**src/rtl/edge_event_scheduler.sv**
```systemverilog
// Round-robin scheduler that serialises per-requester event pulses into spaced edge pulses.
// Optional build macro EDGE_SCHED_PRIO0_EN gives requester 0 strict priority over the rest.
module edge_event_scheduler #(
  parameter int NUM_REQ    = 4,
  parameter int CNT_WIDTH  = 3,
  parameter int GAP_CYCLES = 6
) (
  input  logic                       clk_i,
  input  logic                       rst_i,
  input  logic [NUM_REQ-1:0]         event_i,
  input  logic                       enable_i,
  input  logic                       clear_ovf_i,
  output logic                       edge_o,
  output logic [$clog2(NUM_REQ)-1:0] edge_id_o,
  output logic                       busy_o,
  output logic [NUM_REQ-1:0]         pending_o,
  output logic [NUM_REQ-1:0]         overflow_o
);

  localparam int IDW = $clog2(NUM_REQ);
  localparam logic [CNT_WIDTH-1:0] CNT_MAX = '1;

  typedef enum logic [1:0] {IDLE, FIRE, GAP} state_e;

  state_e               state, state_nxt;
  logic [CNT_WIDTH-1:0] cnt [NUM_REQ];
  logic [IDW-1:0]       ptr, edge_id, winner, idx;
  logic [7:0]           gap_cnt;
  logic [NUM_REQ-1:0]   pending, rr_req, ovf, ovf_set;
  logic                 found, take;
  int                   sum;

  always_comb begin
    pending = '0;
    for (int i = 0; i < NUM_REQ; i++) pending[i] = |cnt[i];
  end

  // Winner search starts at ptr and wraps; the winner is latched on the IDLE->FIRE step.
  always_comb begin
    // NOTE: every comb output gets a default first so no path leaves it unassigned (no latch).
    rr_req = pending;
    found  = 1'b0;
    winner = '0;
    idx    = '0;
    sum    = 0;
`ifdef EDGE_SCHED_PRIO0_EN
    rr_req[0] = 1'b0;
`endif
    for (int i = 0; i < NUM_REQ; i++) begin
      sum = int'(ptr) + i;
      if (sum >= NUM_REQ) sum = sum - NUM_REQ;
      idx = IDW'(sum);
      if (!found && rr_req[idx]) begin
        found  = 1'b1;
        winner = idx;
      end
    end
`ifdef EDGE_SCHED_PRIO0_EN
    if (pending[0]) winner = '0;
`endif
  end

  assign take = (state == IDLE) && enable_i && (|pending);

  always_ff @(posedge clk_i or posedge rst_i) begin
    // NOTE: sequential state uses non-blocking assignments so all flops update together.
    if (rst_i) state <= IDLE;
    else       state <= state_nxt;
  end

  always_comb begin
    state_nxt = state;
    case (state)
      IDLE:    if (take) state_nxt = FIRE;
      FIRE:    state_nxt = GAP;
      GAP:     if (gap_cnt == 8'd0) state_nxt = IDLE;
      default: state_nxt = IDLE;
    endcase
  end

  always_comb begin
    edge_o = (state == FIRE);
    busy_o = (state != IDLE);
  end

  always_ff @(posedge clk_i or posedge rst_i) begin
    if (rst_i) begin
      gap_cnt <= '0;
      edge_id <= '0;
      ptr     <= '0;
    end else begin
      if (edge_o)                            gap_cnt <= 8'(GAP_CYCLES - 1);
      else if (state == GAP && gap_cnt != 0) gap_cnt <= gap_cnt - 8'd1;
      if (take) edge_id <= winner;
      if (edge_o) ptr <= (edge_id == IDW'(NUM_REQ - 1)) ? '0 : edge_id + 1'b1;
    end
  end

  // An event into a full counter is dropped unless the same cycle also grants it.
  always_comb begin
    ovf_set = '0;
    for (int i = 0; i < NUM_REQ; i++)
      ovf_set[i] = event_i[i] && !(edge_o && edge_id == IDW'(i)) && (cnt[i] == CNT_MAX);
  end

  always_ff @(posedge clk_i or posedge rst_i) begin
    if (rst_i) begin
      // NOTE: the counter array is state the FSM depends on, so it is reset element by element.
      for (int i = 0; i < NUM_REQ; i++) cnt[i] <= '0;
      ovf <= '0;
    end else begin
      for (int i = 0; i < NUM_REQ; i++) begin
        if (event_i[i] && !(edge_o && edge_id == IDW'(i))) begin
          if (cnt[i] != CNT_MAX) cnt[i] <= cnt[i] + 1'b1;
        end else if (!event_i[i] && edge_o && edge_id == IDW'(i)) begin
          cnt[i] <= cnt[i] - 1'b1;
        end
      end
      ovf <= (ovf & ~{NUM_REQ{clear_ovf_i}}) | ovf_set;
    end
  end

  assign edge_id_o  = edge_id;
  assign pending_o  = pending;
  assign overflow_o = ovf;

endmodule

```
**config.mk**
```make
export PLATFORM = sky130hd
export DESIGN_NAME = edge_event_scheduler
export DESIGN_NICKNAME = d
export VERILOG_FILES = /design/src/rtl/edge_event_scheduler.sv
export SDC_FILE = /design/constraint.sdc
export NUM_CORES = 1
export LEC_CHECK = 0
export ABC_AREA = 0
export CAP_MARGIN = 20
export CORE_MARGIN = 2
export CORE_UTILIZATION = 50
export CTS_CLUSTER_SIZE = 25
export DETAILED_ROUTE_END_ITERATION = 16
export PLACE_DENSITY = 0.72
export SLEW_MARGIN = 20
export SYNTH_ARGS = -nofsm -noshare
export SYNTH_HDL_FRONTEND = slang
export SYNTH_SLANG_ARGS = --single-unit
```
**constraint.sdc**
```tcl
create_clock -name clk_i -period 2.5 [get_ports clk_i]
set_input_delay 0.5 -clock clk_i [delete_from_list [all_inputs] [get_ports clk_i]]
set_output_delay 0.5 -clock clk_i [all_outputs]
set_load 0.02 [all_outputs]
```
==> results of run 1 <==
[layout by cell type (no fill, tap or decap), types with 6 or more instances in the layout]
master           Yosys  final
dfrtp_1             30     30
nand2_1             25     25
clkdlybuf4s50_1      0     19
inv_1               15     15
nand3_1             10     10
a21oi_1              8      8
buf_4                0      8
a22oi_1              7      7
o21ai_0              7      7
nor3_1               7      6
o22ai_1              6      6
ha_1                 6      6
[per-layer routing]
layer	up-vias	global-route usage, %	part of all wire (%)
met4	0	6.91	0.48
met1	764	25.7	45
met2	28	34.0	51
met3	2	4.86	3.8
met5	-	0	0
li1	779	-	-
[path summary, 6_finish.rpt]
kind                                     startpoint                 endpoint  slack, ps  cells past startpoint
setup reg to reg           edge_id_o[0]$_DFFE_PP0P_      cnt[10]$_DFFE_PP0P_        370                      8
hold / removal              overflow_o[2]$_DFF_PP0_  overflow_o[2]$_DFF_PP0_        530                      2
setup / recovery                 cnt[0]$_DFFE_PP0P_             pending_o[3]        190                      2
min in group asynchronous                     rst_i       cnt[2]$_DFFE_PP0P_        600                      3
hold reg to reg             overflow_o[2]$_DFF_PP0_  overflow_o[2]$_DFF_PP0_        530                      2
max in group asynchronous                     rst_i      cnt[10]$_DFFE_PP0P_       1610                      3
[area by class of cell]
class                           count  area [µm²]
Fill cell                         315        1370
Multi-Input combinational cell    147        1010
Sequential cell                    30         751
Timing Repair Buffer               27         250
Clock buffer                        5        68.8
Tap cell                           48        60.1
Inverter                           15        56.3
Clock inverter                      3        40.0
[state kept, by name (all words and copies together), names as in the netlist]
name	cells
cnt	12
edge_id_o	2
gap_cnt	8
overflow_o	4
ptr	2
state	2
[cell families (layout without fill, tap and decap cells)]
kind of cell             count (synthesis)  after routing  share of synthesized area, %
flip-flops                              30             30                          40.7
multiplexers                             2              2                          1.15
buffers and inverters                   24             50                          4.95
XOR/XNOR                                 5              5                          2.37
AO/OA/AOI/OAI                           56             56                          21.4
adder cells (fa/ha/maj)                 10             10                          8.41
AND/OR/NAND/NOR                         74             74                          21.0
[power breakdown]
group	switching (mW)	internal, mW	total [mW]
Sequential	0.312	0.699	1.01
Clock	0.182	0.293	0.475
Combinational	0.631	0.633	1.26
[worst max-delay path, stage by stage, from the launching register on]
cell and delay (ps):
dfrtp_1 460, or3_1 500, clkdlybuf4s50_1 570
[stage by stage]
step / setup slack, ps / utilization [%]
floorplan: 446 / -
finish: 187 / 62.0
CTS: 84.1 / 61.8
detailed placement: 400 / 58.8
global route: 12.3 / 62.0
global placement: 440 / 58.8
==> impl_results.md, run 1 <==
* Root Driver: clkbuf_8
* Sequential-to-total area share from yosys stat at 40.7%
* HP Class: flop to flop
* Hold buffers post-CTS at 0
* Synth cell count leaders: dfrtp_1, nand2_1, inv_1
* Gpl congestion at around 0.85
* Clock slew at reported path FFs at roughly 70 ps
* Setup Viol. Count Final at 0
* Die W at approximately 65 µm
* TritonCTS buffer count at 5
* Die area at around 4200 µm²
* Antenna-violating nets left at 0
* H-tree Lvls at 2
* Worst clock skew at between 7 and 8 ps
* CTS resizes at 0
* Worst setup SP type: flop
* First-pass GRT wire length at approximately 6.6 mm
* Setup bufs post-CTS at 0
* DRT iter0 DRCs at 111
* EDFF count, synth at 0
* Endpoint class of the critical path: output port
* Placed cell area at ~2100 µm²
* Vias at around 1.6k
* Row count at 22
* DR vias/cell at approximately 5.7
* Yosys warns at 0
* Final period utilization at 92.5%
* CTS max path bufs at 2
* Max-slew violation count at 0
* Share of cells above drive strength 1 at a little under an eighth
* Netlist cell types at 44
* F_max at 0.432 GHz
* Non-filler cells, final at around 280
* Minimum clock period after layout at roughly 2300 ps
* Drt total wl at 3.71 mm
* Initial core utilization at 51.2%
* Status: finished, final reports clean
* Ant. Diodes at 0
* Tot GR Track Use at between 20 and 25%
* Worst-Skew Late Latency at roughly 280 ps
* Total global routing overflow at 0
* Share of the synthesized area in the top cell type at 40.7%
* Synthesized area at about 1800 µm²
* Max Cap Viol at 0
* Slew headroom at about three quarters
* Largest net degree at the start of global routing at 31
* Synth area leaders: dfrtp_1, nand2_1, fa_1
* Final HPWL DP at around 2.7 mm
* RSZ-0062 raised after global routing: no
* VDD IR max at between 0.5 and 0.6 mV
* Leading area contributor after synthesis: dfrtp_1
* Leakage at 0.941 nW
* Initial antenna violation count at 0
* Drc violations at 0
* Vias in the first global route at about 1.5k
* Req. time, crit path at about 2000 ps
* Power Dens Cells at around 1200 nW/µm²
* Total power at approximately 2.8 mW
* Hold Slack at approximately 530 ps
* Port bufs at 19
* Dpl cells at 267
* Critical Path AT at 1810 ps
* Post-Synthesis Cells at roughly 200
* CTS tree: built
* Sinks on the clock net at 30
* Final nets at roughly 240
* Syn_nets at 219
* Area Growth Syn to Fin at 21.1%
* Core ar. at about 3600 µm²
* Yosys reg bits at 30
* Top-count cell post-synth: dfrtp_1
* Synth async-reset ratio at between 90% and 100%
* IO Pins at 20
* Final Hold Vio Count at 0
* Fin area at roughly 2200 µm²
* WS Path Type: flop to output port
* First-pass DRT Iterations at 4
* Worst-path fanout max at 7
* Avg Cell Area, Syn at approximately 9.2 µm²
* Die Ht at roughly 65 µm
* Worst-Margin Slew at 398 ps
* Routed len/inst at 13.5 µm
* Ys flop type: dfrtp_1
* Setup TNS at 0 ps
(Power assumes the default switching activity.)
==> run 2, diff against run 1 <==
Settings changed: HOLD_SLACK_MARGIN set to 0.05.
==> results of run 2 <==
Same layout as run 1: the final DEF is identical, and so are final timing and power.
